[config.mk]
export PLATFORM = sky130hd
export DESIGN_NAME = serial_sub_ctrl
export DESIGN_NICKNAME = d
export VERILOG_FILES = /design/src/rtl/serial_sub_pkg.sv /design/src/rtl/full_sub_cell.sv /design/src/rtl/half_sub.sv /design/src/rtl/serial_sub_ctrl.sv
export SDC_FILE = /design/constraint.sdc
export NUM_CORES = 1
export LEC_CHECK = 0
export BUFFER_PORTS_ARGS = -buffer_cell sky130_fd_sc_hd__buf_2
export CORE_MARGIN = 4
export CORE_UTILIZATION = 50
export DETAILED_ROUTE_END_ITERATION = 8
export HOLD_SLACK_MARGIN = 0.03
export PLACE_DENSITY = 0.72
export SYNTH_ARGS = -nofsm -noshare
export SYNTH_HDL_FRONTEND = slang
export SYNTH_SLANG_ARGS = --single-unit
[constraint.sdc]
create_clock -name clk -period 2.1 [get_ports clk]
set_input_delay 0.315 -clock clk [delete_from_list [all_inputs] [get_ports clk]]
set_output_delay 0.315 -clock clk [all_outputs]
set_load 0.05 [all_outputs]
[src/rtl/serial_sub_pkg.sv]
// Shared definitions for the bit-serial subtractor: FSM encoding and default width.
package serial_sub_pkg;

    localparam int DEF_WIDTH = 8;

    typedef enum logic [1:0] {
        IDLE = 2'd0,
        RUN  = 2'd1,
        DONE = 2'd2
    } state_t;

endpackage

[src/rtl/full_sub_cell.sv]
// One-bit full subtractor built from two half subtractors: d = a - b - c.
module full_sub_cell (
    input  logic a,
    input  logic b,
    input  logic c,
    output logic d,
    output logic bo
);

    logic d1;
    logic b1;
    logic b2;

    // First stage subtracts b from a, second stage subtracts the incoming borrow.
    half_sub u_hs0 (
        .a  (a),
        .b  (b),
        .d  (d1),
        .bo (b1)
    );

    half_sub u_hs1 (
        .a  (d1),
        .b  (c),
        .d  (d),
        .bo (b2)
    );

    // The two stages can never both borrow, so an OR merges them.
    assign bo = b1 | b2;

endmodule

[src/rtl/half_sub.sv]
// One-bit half subtractor: d = a - b, bo set when b exceeds a.
module half_sub (
    input  logic a,
    input  logic b,
    output logic d,
    output logic bo
);

    assign d  = a ^ b;
    assign bo = ~a & b;

endmodule

[src/rtl/serial_sub_ctrl.sv]
// Bit-serial WIDTH-bit subtractor: one shared full-subtract cell walks the
// operands LSB first, producing diff = a - b - bin with valid/ready on both sides.
module serial_sub_ctrl
    import serial_sub_pkg::*;
#(
    parameter int WIDTH = DEF_WIDTH
) (
    input  logic             clk,
    input  logic             rst,
    input  logic             in_valid,
    output logic             in_ready,
    input  logic [WIDTH-1:0] a_in,
    input  logic [WIDTH-1:0] b_in,
    input  logic             bin,
    output logic             out_valid,
    input  logic             out_ready,
    output logic [WIDTH-1:0] diff,
    output logic             bout,
    output logic             zero
);

    localparam int               CNT_W = $clog2(WIDTH + 1);
    localparam logic [CNT_W-1:0] LAST  = CNT_W'(WIDTH - 1);

    state_t           state;
    state_t           state_nxt;
    logic [CNT_W-1:0] count;
    logic [WIDTH-1:0] sa;
    logic [WIDTH-1:0] sb;
    logic [WIDTH-1:0] sd;
    logic             brw;
    logic             cell_d;
    logic             cell_bo;

    full_sub_cell u_cell (
        .a  (sa[0]),
        .b  (sb[0]),
        .c  (brw),
        .d  (cell_d),
        .bo (cell_bo)
    );

    // State register, bit counter, operand/result shift registers and borrow FF.
    always_ff @(posedge clk) begin
        if (rst) begin
            state <= IDLE;
            count <= '0;
            sa    <= '0;
            sb    <= '0;
            sd    <= '0;
            brw   <= 1'b0;
        end else begin
            state <= state_nxt;
            case (state)
                IDLE: begin
                    if (in_valid) begin
                        sa    <= a_in;
                        sb    <= b_in;
                        brw   <= bin;
                        count <= '0;
                    end
                end
                RUN: begin
                    // Result bits enter at the MSB so the LSB lands in bit 0 after WIDTH shifts.
                    sd    <= {cell_d, sd[WIDTH-1:1]};
                    sa    <= sa >> 1;
                    sb    <= sb >> 1;
                    brw   <= cell_bo;
                    count <= count + 1'b1;
                end
                DONE: begin
                    if (out_ready) begin
                        count <= '0;
                    end
                end
                default: ;
            endcase
        end
    end

    // Next-state and handshake decode.
    always_comb begin
        state_nxt = state;
        in_ready  = 1'b0;
        out_valid = 1'b0;
        case (state)
            IDLE: begin
                in_ready = 1'b1;
                if (in_valid) begin
                    state_nxt = RUN;
                end
            end
            RUN: begin
                // The edge that consumes bit WIDTH-1 is the last one in RUN.
                if (count == LAST) begin
                    state_nxt = DONE;
                end
            end
            DONE: begin
                out_valid = 1'b1;
                if (out_ready) begin
                    state_nxt = IDLE;
                end
            end
            default: begin
                state_nxt = IDLE;
            end
        endcase
    end

    // Result outputs read as zero whenever no result is being offered.
    assign diff = out_valid ? sd : '0;
    assign bout = out_valid & brw;
    assign zero = out_valid & (sd == '0);

endmodule

---- After elaboration in Yosys (flattened, before gate mapping) ----
Index checks and enable logic that the tools add are counted.
cells by class
  $add $sub $neg .......................... 1
  $mul .................................... 0
  div/mod/pow operators ................... 0
  $lt $le $gt $ge ......................... 0
  equality and inequality tests ........... 6
  shift-type cells ........................ 0
  muxes and demuxes ....................... 16
  bitwise gates (word level) .............. 9
  reductions and logical operators ........ 7
operators by type and width
  cell                                                                    number
  8-bit case mux with 2 select lines                                      2
  8-bit 2-to-1 mux                                                        3
  4-bit case mux with 3 select lines                                      1
  8-bit zero test                                                         1
  4-bit 2-to-1 mux                                                        2
  2-bit 2-to-1 mux                                                        3
  2-bit != test (second input constant)                                   3
  2-bit case mux with 3 select lines                                      1
  3-bit AND reduction                                                     2
  4-bit by 1-bit adder with 4-bit output (second input constant)          1
  1-bit bitwise AND                                                       4
  4-bit by 3-bit equality test with 1-bit output (second input constant)  1
  1-bit 2-to-1 mux                                                        3
  3-bit nonzero test                                                      1
  2-bit by 1-bit equality test with 1-bit output (second input constant)  1
  2-bit equality test (second input constant)                             1
  2-bit zero test                                                         1
  1-bit NOT                                                               2
  1-bit case mux with 2 select lines                                      1
  2-bit AND reduction                                                     1
  2-bit nonzero test                                                      1
  1-bit XOR                                                               2
  1-bit bitwise OR                                                        1
storage, ports and cells
  register bits ........................... 31
  bits in latches ......................... 0
  RAM bits ................................ 0
  bits in read-only memories .............. 0
  input bits .............................. 21
  output and inout bits ................... 12
  word-level logic and storage cells ...... 45
  memories kept ........................... 0

---- Longest topological paths before layout ----
  depth in word-level cells ............... 5
  gate-level depth with buffers ........... 6
  mapped depth without buffers ............ 5

---- Modules after synthesis ----
From an unflattened synthesis, not the netlist that was laid out.
unflattened totals
  cell total of the unflattened synthesis .. 183
  area, all modules ....................... 1604.0 µm²
modules (own cells, without submodules)
  module           times used  cells an instance  area each (µm²)  seq. area each (µm²)
  serial_sub_ctrl  1           176                1557.7           620.6
  half_sub         2           3                  20.0             0.0
  full_sub_cell    1           1                  6.3              0.0

---- Worst setup path before layout ----
OpenSTA, ideal clock, no wires.
  path kind ............................... register to output
  start point ............................. register state[0]
  end point ............................... output port zero
  arrival time ............................ 1538 ps
  required time ........................... 1785 ps
  setup slack ............................. 247 ps
  cell stages (with the launch flop) ...... 5
  buffers on the path ..................... 1
  path through ............................ dfxtp_1 buf_6 nand2b_1 inv_1 and3_1
on the way
  word-level cells in the longest chain between the ends .. 3
ends and longest elaborated chain
  element                 RTL line                text
  start, declared         serial_sub_ctrl.sv:25   state_t state;
  start signal, assigned  serial_sub_ctrl.sv:53   state <= state_nxt;
  2-bit equality test     serial_sub_ctrl.sv:86   case (state)
  1-bit 2-to-1 mux        serial_sub_ctrl.sv:86
  net out_valid           serial_sub_ctrl.sv:15   output logic out_valid,
  1-bit bitwise AND       serial_sub_ctrl.sv:114  assign zero = out_valid & (sd == '0);
  end, declared           serial_sub_ctrl.sv:19   output logic zero
The timed path passes the listed nets, and every way through them passes these cells.

---- Worst setup path in the final report ----
  start point ............................. register state[0]
  end point ............................... output port zero
on the way
  word-level cells in the longest chain between the ends .. 3
ends and longest elaborated chain
  element              RTL line
  2-bit equality test  serial_sub_ctrl.sv:86
  1-bit 2-to-1 mux     serial_sub_ctrl.sv:86
  1-bit bitwise AND    serial_sub_ctrl.sv:114
Every way passes these cells.

==> impl_metrics.tcl <==
set metrics [dict create \
    status "complete, no violations" \
    nFillCells 265 \
    numCtsBuffers 5 \
    power_frac_comb 0.126 \
    max_slew_margin 0.523 \
    vias 1334 \
    avgViaCountPerCell 5.65 \
    required_ns 1.78 \
    syn_area_per_cell_um2 8.69 \
    ys_ff_latch 31 \
    final_nets 227 \
    finalWeightedCongestion 0.696 \
    ios 33 \
    htree_levels 2 \
    synth.distinct_cells 33 \
    yosysSeqAreaShare 0.403 \
    die_area_mm2 0.00403 \
    min_path_type "input port to flip-flop" \
    post-dp-hpwl_mm 2.18 \
    hold_viol_final 0 \
    holdBufCountCts 0 \
    final_cell_mix "nand2_1 (45), buf_2 (32), dfxtp_1 (31), nor2_1 (21)" \
    drv_cap 0 \
    regArea_um2 621 \
    setup_violations 0 \
    worst_ep_arrival_time_ns 1.65 \
    grt_pass1_wl_mm 5.54 \
    p_sw_frac 0.256 \
    fmax_mhz 508 \
    drive_gt1_frac 0.273 \
    drcViolationCount 0 \
    initial_utilization 0.539 \
    dr.pass1.iters 4 \
    slew_viol_final 0 \
    die_h_um 63.5 \
    cts_root_buffer "clkbuf_4" \
    period_minus_slack_ns 1.97 \
    synthCells 177 \
    p_int_w 0.000968 \
    antenna_cells 0 \
    end_kind "primary output" \
    cts_setup_buffers 0 \
    rows 19 \
    first_iter_violations 56 \
    setup_tns_ns 0 \
    area_growth_syn_to_layout_pct 12.3 \
    portBuffers 32 \
    wire_per_inst_um 13.6 \
    grt_max_degree 32 \
    ant_nets 0 \
    switchingPower_w 0.000333 \
    skew_ns 0.0139 \
    wirelength_mm 3.21 \
    synth-edff-count 0 \
    tightestPinTransition_ns 0.715 \
    netlist_area_mm2 0.00154 \
    first_global_vias 1296 \
    clk_path_buf_depth 2 \
    layout_commonest_cell "nand2_1" \
    rsz0062_at_grt "no" \
    hold-worst-slack_ns 0.236 \
    grt_usage 0.171 \
    ys.warnings.count 0 \
    cts_tree "yes" \
    die_w_um 63.5 \
    start_kind "flip-flop" \
    finalCritPeriodShare 0.937 \
    clkPwrFrac 0.379 \
    leakagePower_nw 0.720 \
    cts_resized 0 \
    p_per_area_mw_per_mm2 753 \
    cp_max_fo 11 \
    syn-num-nets 200 \
    critPathKind "flip-flop to primary output" \
    grt.overflow.total 0 \
    clock_sinks 31 \
    clkTransAtPathRegs_ns 0.10 \
    seqPwrFrac 0.496 \
    insertion_delay_ns 0.34 \
    peakVddDrop_mv 0.595 \
    ys_async_sr_fraction 0 \
    multi_input_area_um2 800 \
    antenna_found_initial 0 \
    core_mm2 0.00285 \
    synth_ff_type "dfxtp_1" \
]
==> Yosys cell counts (all sizes together) (2+ instances only) <==
library cell	instances	area (um2)
clkbuf	2	7.51
nor2	21	78.8
and2	8	50.1
nand2	45	169
inv	4	15.0
a21oi	11	55.1
a211oi	3	22.5
and3	2	12.5
nor3b	3	22.5
a311oi	14	191
dfxtp	31	621
nand2b	3	18.8
a32oi	3	26.3
nor4	3	25.0
buf	11	96.3
==> path summary, 6_finish.rpt <==
| check | start | end | slack [ns] | depth (start not counted) |
|---|---|---|---|---|
| max | state[0]$_SDFFE_PP0P_ | zero | 0.13 | 4 |
| min | a_in[2] | sa[2]$_SDFFE_PP0P_ | 0.24 | 3 |
| max reg2reg | state[1]$_SDFFE_PP0P_ | sb[5]$_SDFFE_PP0P_ | 0.43 | 3 |
| min reg2reg | sa[3]$_SDFFE_PP0P_ | sa[2]$_SDFFE_PP0P_ | 0.48 | 2 |
==> per-layer routing <==
layer | track usage | wire (um)
met4 | 0.0809 | 60
met5 | 0 | 0
met3 | 0.0444 | 148
met1 | 0.188 | 1440
met2 | 0.305 | 1560
==> logic make-up after synthesis <==
kind of cell / count (synthesis) / synth area share
compound gates: 36 / 0.226
mux: 1 / 0.00650
fa+ha+maj: 2 / 0.0211
simple gates: 90 / 0.266
buf+inv: 17 / 0.0772
flops: 31 / 0.403
==> per-stage QoR <==
stage	instance area [um2]	utilization	setup WS [ns]	total power, W	std cells
floorplan	1540	-	0.247	0.000790	177
CTS	1730	0.606	0.137	0.00131	236
global route	1730	0.606	0.0112	0.00136	236
finish	1730	0.606	0.133	0.00130	236
global placement	1640	0.575	0.589	0.000814	228
detailed placement	1640	0.575	0.466	0.000822	228
==> cell type report <==
type | instances | area share
Multi-Input combinational cell | 129 | 0.463
Sequential cell | 31 | 0.359
Timing Repair Buffer | 33 | 0.0970
Clock buffer | 6 | 0.0297
Tap cell | 31 | 0.0224
Clock inverter | 2 | 0.0203
Inverter | 4 | 0.00869
==> critical path, stage by stage (launching register included) <==
cell and delay, ns:
dfxtp_1 0.43, nand2b_1 0.23, inv_1 0.21, and3_1 0.18, buf_2 0.26
==> registers in the layout, indices dropped and copies added, names as in the netlist <==
signal  flops
count       4
sb          8
sd          8
sa          8
state       2
brw         1
==> power groups by stage <==
| stage | Clock (W) | Combinational, W | Sequential (W) |
|---|---|---|---|
| floorplan | 0 | 0.000141 | 0.000650 |
| global placement | 0 | 0.000159 | 0.000655 |
| detailed placement | 0 | 0.000164 | 0.000658 |
| CTS | 0.000502 | 0.000165 | 0.000645 |
| global route | 0.000525 | 0.000184 | 0.000649 |
| finish | 0.000493 | 0.000163 | 0.000645 |
(Power assumes the default switching activity.)
